### src/rtl/fm_pkg.sv
// Shared defaults and types for the FM modulator/demodulator pair.
package fm_pkg;

  // Default audio width, rf width, sample rate, carrier and full-scale deviation
  localparam int FM_A   = 8;
  localparam int FM_D   = 5;
  localparam int FM_F_S = 50000000;
  localparam int FM_F_C = 10000000;
  localparam int FM_DF  = 75000;

  // Demodulator control states: first window after reset is thrown away
  typedef enum logic {
    ST_WARMUP = 1'b0,
    ST_RUN    = 1'b1
  } fm_state_t;

  // Clamp an elaboration-time quantity to at least one (used for the deviation divisor)
  function automatic longint fm_max1(input longint v);
    if (v < 64'sd1) begin
      return 64'sd1;
    end else begin
      return v;
    end
  endfunction

endpackage

### src/rtl/zero_cross_det.sv
// Registered rf sample, hysteresis comparator and rising-edge crossing strobe.
module zero_cross_det
  import fm_pkg::*;
#(
  parameter int D = FM_D,
  parameter int H = 2
) (
  input  logic         clk,
  input  logic         rst_n,
  input  logic [D-1:0] rf,
  output logic         crossing
);

  // Thresholds held one bit wider and signed so large H cannot wrap
  localparam int MID = 1 << (D - 1);
  localparam logic signed [D+1:0] TH_HI = (D + 2)'(MID + H);
  localparam logic signed [D+1:0] TH_LO = (D + 2)'(MID - H);

  logic [D-1:0]        r_rf;
  logic                r_level;
  logic                w_level_next;
  logic signed [D+1:0] w_sample;

  assign w_sample = $signed({2'b00, r_rf});

  // Input sample register and level bit
  always_ff @(posedge clk) begin
    if (!rst_n) begin
      r_rf    <= {D{1'b0}};
      r_level <= 1'b0;
    end else begin
      r_rf    <= rf;
      r_level <= w_level_next;
    end
  end

  // Hysteresis: set above the upper threshold, clear below the lower, hold between
  always_comb begin
    w_level_next = r_level;
    if (w_sample >= TH_HI) begin
      w_level_next = 1'b1;
    end else if (w_sample <= TH_LO) begin
      w_level_next = 1'b0;
    end else begin
      w_level_next = r_level;
    end
  end

  // Only 0->1 transitions of the level bit count as crossings
  assign crossing = w_level_next & ~r_level;

endmodule

### src/rtl/fm_demodulator.sv
// Crossing-count FM demodulator: counts carrier rising crossings per 2^K-clock
// window and maps the deviation from the nominal count to signed audio.
module fm_demodulator
  import fm_pkg::*;
#(
  parameter int A   = FM_A,
  parameter int D   = FM_D,
  parameter int F_S = FM_F_S,
  parameter int F_C = FM_F_C,
  parameter int DF  = FM_DF,
  parameter int K   = 20,
  parameter int H   = 2
) (
  input  logic         clk,
  input  logic         rst_n,
  input  logic [D-1:0] rf,
  output logic [A-1:0] audio,
  output logic         audio_valid,
  output logic         carrier_ok
);

  // Count holds 0..W, diff spans -NOM..W-NOM, scaled product needs A more bits
  localparam int     CW    = K + 1;
  localparam int     DW    = K + 2;
  localparam int     SW    = DW + A;
  localparam longint W_L   = 64'sd1 <<< K;
  localparam longint NOM_L = (longint'(F_C) * W_L) / longint'(F_S);
  localparam longint DEV_L = fm_max1((longint'(DF) * W_L) / longint'(F_S));

  localparam logic signed [DW-1:0] NOM      = DW'(NOM_L);
  localparam logic signed [DW-1:0] DEV2     = DW'(DEV_L * 64'sd2);
  localparam logic signed [SW-1:0] DEV_S    = SW'(DEV_L);
  localparam logic signed [SW-1:0] SAT_HI   = SW'((64'sd1 <<< (A - 1)) - 64'sd1);
  localparam logic signed [SW-1:0] SAT_LO   = SW'(-(64'sd1 <<< (A - 1)));
  localparam logic [K-1:0]         WIN_LAST = {K{1'b1}};

  fm_state_t r_state;
  fm_state_t w_state_next;

  logic [K-1:0]         r_win;
  logic [CW-1:0]        r_cnt;
  logic [A-1:0]         r_audio;
  logic                 r_valid;
  logic                 r_ok;
  logic                 w_cross;
  logic                 w_win_end;
  logic                 w_strobe;
  logic [CW-1:0]        w_total;
  logic signed [DW-1:0] w_diff;
  logic signed [DW-1:0] w_abs;
  logic signed [SW-1:0] w_num;
  logic signed [SW-1:0] w_quot;
  logic [A-1:0]         w_audio_next;
  logic                 w_ok;

  zero_cross_det #(
    .D (D),
    .H (H)
  ) u_zcd (
    .clk      (clk),
    .rst_n    (rst_n),
    .rf       (rf),
    .crossing (w_cross)
  );

  // A crossing in the last window cycle still belongs to the closing window
  assign w_win_end = (r_win == WIN_LAST);
  assign w_total   = r_cnt + CW'(w_cross);
  assign w_diff    = $signed({1'b0, w_total}) - NOM;
  assign w_abs     = (w_diff < $signed({DW{1'b0}})) ? -w_diff : w_diff;
  assign w_num     = $signed({{A{w_diff[DW-1]}}, w_diff}) <<< (A - 1);
  assign w_quot    = w_num / DEV_S;
  assign w_ok      = (w_abs <= DEV2);

  // Saturate the scaled deviation to the signed audio range
  always_comb begin
    w_audio_next = w_quot[A-1:0];
    if (w_quot > SAT_HI) begin
      w_audio_next = SAT_HI[A-1:0];
    end else if (w_quot < SAT_LO) begin
      w_audio_next = SAT_LO[A-1:0];
    end else begin
      w_audio_next = w_quot[A-1:0];
    end
  end

  // Control next state: the warmup window closes silently, RUN strobes every window
  always_comb begin
    w_state_next = r_state;
    w_strobe     = 1'b0;
    case (r_state)
      ST_WARMUP: begin
        if (w_win_end) begin
          w_state_next = ST_RUN;
        end else begin
          w_state_next = ST_WARMUP;
        end
      end
      ST_RUN: begin
        w_state_next = ST_RUN;
        if (w_win_end) begin
          w_strobe = 1'b1;
        end else begin
          w_strobe = 1'b0;
        end
      end
      default: begin
        w_state_next = ST_WARMUP;
        w_strobe     = 1'b0;
      end
    endcase
  end

  // Window counter, crossing accumulator, state and registered outputs
  always_ff @(posedge clk) begin
    if (!rst_n) begin
      r_win   <= {K{1'b0}};
      r_cnt   <= {CW{1'b0}};
      r_state <= ST_WARMUP;
      r_audio <= {A{1'b0}};
      r_valid <= 1'b0;
      r_ok    <= 1'b0;
    end else begin
      r_win   <= r_win + {{(K - 1){1'b0}}, 1'b1};
      r_cnt   <= w_win_end ? {CW{1'b0}} : w_total;
      r_state <= w_state_next;
      r_valid <= w_strobe;
      if (w_strobe) begin
        r_audio <= w_audio_next;
        r_ok    <= w_ok;
      end else begin
        r_audio <= r_audio;
        r_ok    <= r_ok;
      end
    end
  end

  assign audio       = r_audio;
  assign audio_valid = r_valid;
  assign carrier_ok  = r_ok;

endmodule

### config.mk
export PLATFORM = sky130hd
export DESIGN_NAME = fm_demodulator
export DESIGN_NICKNAME = d
export VERILOG_FILES = /design/src/rtl/fm_pkg.sv /design/src/rtl/zero_cross_det.sv /design/src/rtl/fm_demodulator.sv
export SDC_FILE = /design/constraint.sdc
export NUM_CORES = 1
export LEC_CHECK = 0
export CAP_MARGIN = 30
export CORE_MARGIN = 3
export CORE_UTILIZATION = 30
export CTS_BUF_LIST = sky130_fd_sc_hd__clkbuf_8
export CTS_CLUSTER_DIAMETER = 60
export DETAILED_ROUTE_END_ITERATION = 12
export GPL_TIMING_DRIVEN = 0
export PLACE_DENSITY_LB_ADDON = 0.08
export SYNTH_ARGS = -nofsm -noshare
export SYNTH_HDL_FRONTEND = slang
export SYNTH_HIERARCHICAL = 1
export SYNTH_SLANG_ARGS = --single-unit
### constraint.sdc
create_clock -name clk -period 33.7 [get_ports clk]
set_input_delay 6.74 -clock clk [delete_from_list [all_inputs] [get_ports clk]]
set_output_delay 6.74 -clock clk [all_outputs]
set_load 0.005 [all_outputs]
==> impl_metrics.csv, run 1 <==
group,metric,value,unit
job,max_cap_viol_count,0,
worst_setup_path,reg2reg_from,"u_zcd/r_rf[4]$_SDFF_PN0_",
worst_setup_path,cp_slowest_cell,"a2111oi_1",
yosys,syn_avg_cell_area,6.94,sq um
worst_setup_path,arrival,31.73,ns
yosys,yosysUniqueCellTypes,136,
grt,antenna_found_initial,0,
sta,min_period,31.46,ns
yosys,yosys_register_bits,58,
grt,grt_pass1_vias,19979,
power,power_per_cell_area,15.8,nW/um^2
yosys,synthTopCellsByCount,"nor2_1 (239), nand2_1 (219), xnor2_1 (172), a21oi_1 (135), o21ai_0 (125)",
power,clkPwrFrac,20.4,%
clocking,hold_buffers,0,
layout,antenna_cells,0,
die,core_area,58400,sq um
clocking,path_clk_slew,0.06,ns
sta,fmax,31.8,MHz
power,sw_frac_of_total,44.3,%
worst_setup_path,path_class,"flip-flop to flip-flop",
die,initial_core_util,30.7,%
clocking,cts_max_level,3,
grt,grt_max_degree,12,
power,combinationalPowerShare,56.9,%
worst_setup_path,rr_endpoint,"audio[2]$_SDFFE_PN0P_",
yosys,netlist_instances,2577,
sta,setup_ws,2.24,ns
layout,drive_above_1_share,10.6,%
detailed_routing,drcViolationCount,0,
layout,final_nets,2630,
yosys,synthFlopType,"dfxtp_1",
detailed_routing,firstDrtPassIters,5,
clocking,ctsRootBufferMaster,"clkbuf_8",
yosys,synth_mux_area_share,3.97,%
sta,finalSetupViolations,0,
layout,fin_area,19300,sq um
yosys,synth_compound_area_share,40.0,%
power,intPower,0.000171,W
power,total_power,0.000306,W
die,ioPinCount,17,
die,rows,88,
detailed_routing,totalWireLength,73700,microns
yosys,synth_area_leaders,"xnor2_1 (8.4%), dfxtp_1 (6.5%), nor2_1 (5.0%), nand2_1 (4.6%), a21oi_1 (3.8%)",
yosys,post-synth-top-count-cell,"nor2_1",
sta,fin_setup_tns,0,ns
die,die_h,250,microns
place,port-buffer-count,16,
detailed_routing,num_vias,20977,
clocking,cts_buffer_depth,2,
place,dp_slack,1.54,ns
worst_setup_path,crit_path_frequent_cell,"ha_1",
layout,syn2layout_area_growth,8.12,%
worst_hold_path,hp-class,"flip-flop to flip-flop",
clocking,clk_latency,0.34,ns
worst_setup_path,critPathLaunchType,"flip-flop",
sta,rsz0062_at_grt,"no",
run_status,status,"finished, final reports clean",
detailed_routing,wl_per_cell,21.8,microns
worst_setup_path,slowest_delay,0.72,ns
sta,tightest_slew,1.00,ns
yosys,yosys.area_share.simple,32.5,%
sta,slew_headroom,32.5,%
place,placed_area,19000,sq um
die,dieArea,62600,sq um
clocking,cts_tree,"yes",
yosys,synth_top_family_by_area,"compound AO/OA/AOI/OAI gates",
power,p_leak,6.60,nW
power,vdd_drop_max,0.0322,mV
grt,grt_usage,22.3,%
yosys,synth_xor_area_share,11.7,%
yosys,yosysTopAreaCellShare,8.42,%
worst_setup_path,r2r_setup_slack,2.24,ns
yosys,async_flop_share,0,%
power,p_seq_share,22.8,%
worst_setup_path,worstPathMaxFanout,11,
yosys,synthAdderAreaFrac,0.979,%
die,fp.dieW,250,microns
detailed_routing,viasPerCell,6.21,
grt,grt-ovfl-total,0,
sta,finalCritPeriodShare,93.4,%
sta,hold_viol,0,
yosys,synth_edf_count,0,
worst_setup_path,cp-startpoint,"u_zcd/r_rf[4]$_SDFF_PN0_",
sta,drv_slew,0,
yosys,yosys.area.top_type,"xnor2_1",
yosys,syn_nets,2598,
yosys,ys_seq_area_share,6.49,%
place,place_congestion,0.917,
clocking,clock-sinks,58,
worst_setup_path,rr_worst_depth,110,
detailed_routing,drtIter0Drc,1553,
worst_setup_path,end_kind,"flip-flop",
power,power_switching,0.000136,W
yosys,synth_area,17900,sq um
yosys,yosysWarnings,6,
worst_setup_path,worst_ep_required_time,33.97,ns
clocking,cts_made_buffers,9,
worst_setup_path,crit_path_end,"audio[2]$_SDFFE_PN0P_",
detailed_routing,ant_nets,0,
sta,fin_skew,0.0122,ns
place,dp_hpwl,60100,microns
grt,grt_pass1_wl,115000,microns
logic make-up (layout without fill, tap and decap cells):
logic type	Yosys count	in the layout
and+or+nand+nor	1097	1097
AOI/OAI and AO/OA	937	937
xor gates and xnor gates	229	229
buffers and inverters	175	211
muxes	67	67
DFF	58	58
adders and majority gates	14	14
timing repair:
| action | 4_1_cts | 5_1_grt |
|---|---|---|
| gates resized for setup | 0 | 24 |
| endpoints found under the setup margin | 0 | 7 |
| setup buffers | 0 | 1 |
worst max-delay path, delay by kind of cell, from the launching register on:
family	cells	cell delay [ns]
mux	4	1.59
xor+xnor	4	1.36
flops	1	0.35
compound gates	37	11.41
fa+ha+maj	8	2.71
simple gates	36	8.27
buf+inv	21	5.64
area by class of cell:
| class | count | area, sq um |
|---|---|---|
| Timing Repair Buffer | 21 | 195 |
| Fill cell | 6461 | 39000 |
| Inverter | 47 | 176 |
| Multi-Input combinational cell | 2344 | 16100 |
| Clock inverter | 5 | 47.5 |
| Clock buffer | 10 | 138 |
| Tap cell | 765 | 957 |
| Buffer | 128 | 603 |
| Sequential cell | 58 | 1160 |
worst min path at each step:
stage | to | slack, ns | start | cells after the start
floorplan | r_win[0]$_SDFF_PN0_ | 0.41 | r_win[0]$_SDFF_PN0_ | 1
global placement | r_win[0]$_SDFF_PN0_ | 0.43 | r_win[0]$_SDFF_PN0_ | 1
detailed placement | r_win[0]$_SDFF_PN0_ | 0.44 | r_win[0]$_SDFF_PN0_ | 1
CTS | r_win[0]$_SDFF_PN0_ | 0.45 | r_win[0]$_SDFF_PN0_ | 1
global route | r_win[0]$_SDFF_PN0_ | 0.46 | r_win[0]$_SDFF_PN0_ | 1
finish | r_win[0]$_SDFF_PN0_ | 0.44 | r_win[0]$_SDFF_PN0_ | 1
power by group through the flow:
stage,clock network [W],registers [W],logic [W]
after floorplan,0,0.0000712,0.000132
after global placement,0,0.0000713,0.000170
after detailed placement,0,0.0000713,0.000171
after CTS,0.0000644,0.0000698,0.000172
after global routing,0.0000672,0.0000698,0.000191
final,0.0000625,0.0000698,0.000174
per-layer routing:
metal	vias to the layer above	part of all wire [%]	GRT usage, %
met2	542	46	37.7
met4	0	2.0	4.93
met1	10236	48	31.1
met3	94	3.7	1.36
met5	-	0	0
li1	10105	-	-
cells in the final DEF (no fill, tap or decap), types with 26 or more instances in the layout:
cell | synthesis | final
nor2_1 | 239 | 236
nand2_1 | 219 | 219
mux2i_1 | 42 | 40
buf_2 | 43 | 44
a211o_1 | 26 | 26
o211ai_1 | 44 | 44
clkbuf_1 | 53 | 52
xnor2_1 | 172 | 169
a21oi_1 | 135 | 133
nand3_1 | 104 | 104
and2_1 | 74 | 74
a211oi_1 | 39 | 39
a31oi_1 | 53 | 52
nor3_1 | 99 | 99
xor2_1 | 48 | 48
dfxtp_1 | 58 | 58
o21ai_0 | 125 | 124
nand4_1 | 40 | 40
or3_1 | 35 | 35
o21ai_1 | 40 | 41
inv_1 | 43 | 45
and3_1 | 65 | 65
a21o_1 | 45 | 45
o31ai_1 | 28 | 27
per-stage QoR:
stage	util (%)	std cells	hold WS, ns
final	33.1	3378	0.438
after global routing	33.1	3378	0.461
after CTS	32.9	3376	0.446
after detailed placement	32.6	3361	0.438
after global placement	32.6	3358	0.432
after floorplan	-	2577	0.412
state kept, by name, indices dropped and copies added (netlist names):
| register | flops |
|---|---|
| u_zcd/r_level | 1 |
| carrier_ok | 1 |
| r_cnt | 21 |
| audio_valid | 1 |
| r_state | 1 |
| audio | 8 |
| r_win | 20 |
| u_zcd/r_rf | 5 |
No activity file was read; power rests on OpenSTA's default activity.
==> run 2, diff against run 1 <==
Settings changed: ABC_AREA set to 1.
==> run 2 against run 1 <==
  * Final area decreased by 5.6%
  * Largest power group unchanged
  * Final cell count increased by 7.6%
  * Worst hold slack improved by 0.022 ns
  * Core utilization decreased by 0.26 points
  * Clock skew decreased by 0.0020 ns
==> impl_metrics.csv, run 2 <==
group,metric,value,unit
run_status,status,"finished, final reports clean",
yosys,yosys.area.top_type,"nand2_1",
sta,fmax,37.1,MHz
job,max_cap_viol_count,0,
power,power_per_cell_area,33.2,nW/um^2
worst_setup_path,worst_ep_required_time,33.91,ns
yosys,post-synth-top-count-cell,"nand2_1",
place,dp_hpwl,45500,microns
sta,tightest_slew,0.790,ns
place,place_congestion,0.839,
worst_setup_path,arrival,27.14,ns
detailed_routing,num_vias,17269,
clocking,ctsRootBufferMaster,"clkbuf_8",
sta,min_period,26.93,ns
sta,drv_slew,0,
power,vdd_drop_max,0.0715,mV
layout,syn2layout_area_growth,7.82,%
grt,antenna_found_initial,0,
layout,final_nets,2904,
layout,layoutNonFillerInstCount,3636,
yosys,yosysTopAreaCellShare,18.2,%
sta,hold_viol,0,
worst_setup_path,crit_path_frequent_cell,"nand2_1",
detailed_routing,ant_nets,0,
sta,slew_headroom,47.1,%
worst_setup_path,cp_slowest_cell,"ha_1",
power,p_leak,9.08,nW
clocking,clock-sinks,58,
yosys,synthTopCellsByCount,"nand2_1 (821), inv_1 (301), nand3_1 (275), nor2_1 (263), nand2_2 (194)",
worst_setup_path,critPathLaunchType,"flip-flop",
yosys,synth_area_leaders,"nand2_1 (18%), nand3_1 (8.1%), nand2_4 (7.9%), nand2_2 (7.2%), dfxtp_1 (6.9%)",
clocking,path_clk_slew,0.07,ns
clocking,cts_resized,0,
sta,finalCritPeriodShare,79.9,%
clocking,cts_buffer_depth,2,
sta,finalSetupViolations,0,
detailed_routing,route.layer.met1.wl,26400,microns
detailed_routing,drtIter0Drc,758,
detailed_routing,wl_per_cell,14.6,microns
yosys,yosysUniqueCellTypes,77,
worst_setup_path,slowest_delay,0.67,ns
detailed_routing,top_layer,"met4",
clocking,clk_latency,0.34,ns
sta,setup_ws,6.77,ns
layout,final_common_cell,"nand2_1",
detailed_routing,route.met3.wl,878,microns
worst_setup_path,rr_worst_depth,177,
worst_setup_path,reg2reg_from,"u_zcd/r_rf[2]$_SDFF_PN0_",
yosys,ys_seq_area_share,6.86,%
detailed_routing,firstDrtPassIters,6,
detailed_routing,met2_length,25200,microns
die,rows,86,
clocking,post_cts.repair.setup_buffers,0,
grt,grt_pass1_wl,87400,microns
die,core_area,55500,sq um
worst_setup_path,rr_endpoint,"audio[4]$_SDFFE_PN0P_",
worst_setup_path,r2r_setup_slack,6.77,ns
clocking,cts_made_buffers,9,
die,ioPinCount,17,
sta,fin_setup_tns,0,ns
place,port-buffer-count,16,
layout,largest_reg_flops,21,
worst_hold_path,hp-class,"flip-flop to flip-flop",
yosys,netlist_instances,2856,
yosys,synthFlopType,"dfxtp_1",
grt,grt_usage,17.6,%
clocking,hold_buffers,0,
clocking,cts_tree,"yes",
sta,rsz0062_at_grt,"no",
yosys,syn_nets,2877,
yosys,synth_area,16900,sq um
layout,antenna_cells,0,
layout,drive_above_1_share,23.3,%
die,initial_core_util,30.5,%
yosys,syn_avg_cell_area,5.93,sq um
layout,top_register,"r_cnt",
grt,grt_pass1_vias,16457,
grt,grt_max_degree,13,
yosys,async_flop_share,0,%
worst_hold_path,hold_depth,1,
place,dp.cells,3620,
clocking,cts_max_level,3,
die,fp.dieW,244,microns
worst_hold_path,min_to,"r_win[0]$_SDFF_PN0_",
detailed_routing,totalWireLength,52900,microns
detailed_routing,viasPerCell,4.75,
die,dieArea,59300,sq um
die,die_h,244,microns
worst_setup_path,end_kind,"flip-flop",
sta,fin_skew,0.0102,ns
place,dp_slack,6.72,ns
yosys,synth_edf_count,0,
worst_setup_path,path_class,"flip-flop to flip-flop",
yosys,yosysWarnings,6,
detailed_routing,drcViolationCount,0,
layout,final_cell_mix,"nand2_1 (821), inv_1 (301), nand3_1 (275)",
yosys,yosys_register_bits,58,
grt,grt-ovfl-total,0,
worst_setup_path,worstPathMaxFanout,11,
worst_hold_path,min_from,"r_win[0]$_SDFF_PN0_",
## run 2: cell types whose count changed in the layout (fill, tap and decap cells not counted), sizes merged, moves of 80 or more
cell	change
nand2	+919
xnor2	-158
o21ai	-80
nor2	+113
nand3	+224
inv	+332
## run 2: cell families after synthesis
kind of cell	share of synthesized area [%]
fa+ha+maj	1.03
compound gates	7.75
xor+xnor	6.52
flops	6.86
simple gates	64.8
buf+inv	13.0
## run 2: worst max path at each step
stage                     depth (start not counted)                    end  slack, ns                      from
final                                           177  audio[4]$_SDFFE_PN0P_       6.77  u_zcd/r_rf[2]$_SDFF_PN0_
after global routing                            177  audio[4]$_SDFFE_PN0P_       4.10  u_zcd/r_rf[2]$_SDFF_PN0_
after CTS                                       177  audio[1]$_SDFFE_PN0P_       6.63  u_zcd/r_rf[1]$_SDFF_PN0_
after detailed placement                        177  audio[1]$_SDFFE_PN0P_       6.72  u_zcd/r_rf[1]$_SDFF_PN0_
after global placement                          174  audio[4]$_SDFFE_PN0P_       6.76  u_zcd/r_rf[2]$_SDFF_PN0_
after floorplan                                 184  audio[0]$_SDFFE_PN0P_      13.00  u_zcd/r_rf[2]$_SDFF_PN0_
## run 2: layer usage
layer / track usage [%] / vias to the layer above
met5: 0 / -
met4: 1.97 / 0
met3: 0.506 / 29
met2: 31.3 / 167
met1: 24.5 / 7869
li1: - / 9204
## run 2: area by class of cell
cell class / instances / area (sq um)
timing repair buffer: 16 / 160
clock buffer: 10 / 138
clock inverter: 6 / 90.1
multi-input combinational: 2352 / 13600
inverter: 391 / 1540
sequential: 58 / 1160
buffer: 55 / 664
tap: 748 / 936
fill: 6309 / 37300
## run 2: power by group
part           switching (W)  leakage (nW)  internal [W]
Combinational       0.000311          8.50      0.000151
Clock              0.0000303         0.112     0.0000438
Sequential       0.000000415         0.469     0.0000693
Total               0.000342          9.08      0.000264
## run 2: metrics by stage
stage               area (sq um)  utilization [%]  hold WS (ns)  total power, W
floorplan                  16900                -         0.418        0.000443
global placement           18000             32.5         0.445        0.000532
detailed placement         18000             32.5         0.452        0.000533
CTS                        18300             32.9         0.467        0.000609
global route               18300             32.9         0.484        0.000669
finish                     18300             32.9         0.460        0.000606
## run 2: worst max-delay path: cells and delay by family (launching register included)
| kind | cells | cell delay (ns) |
|---|---|---|
| adder cells (fa/ha/maj) | 8 | 2.63 |
| buffers and inverters | 28 | 4.06 |
| AO/OA/AOI/OAI | 7 | 1.83 |
| XOR/XNOR | 4 | 0.91 |
| flip-flops | 1 | 0.33 |
| AND/OR/NAND/NOR | 130 | 16.98 |
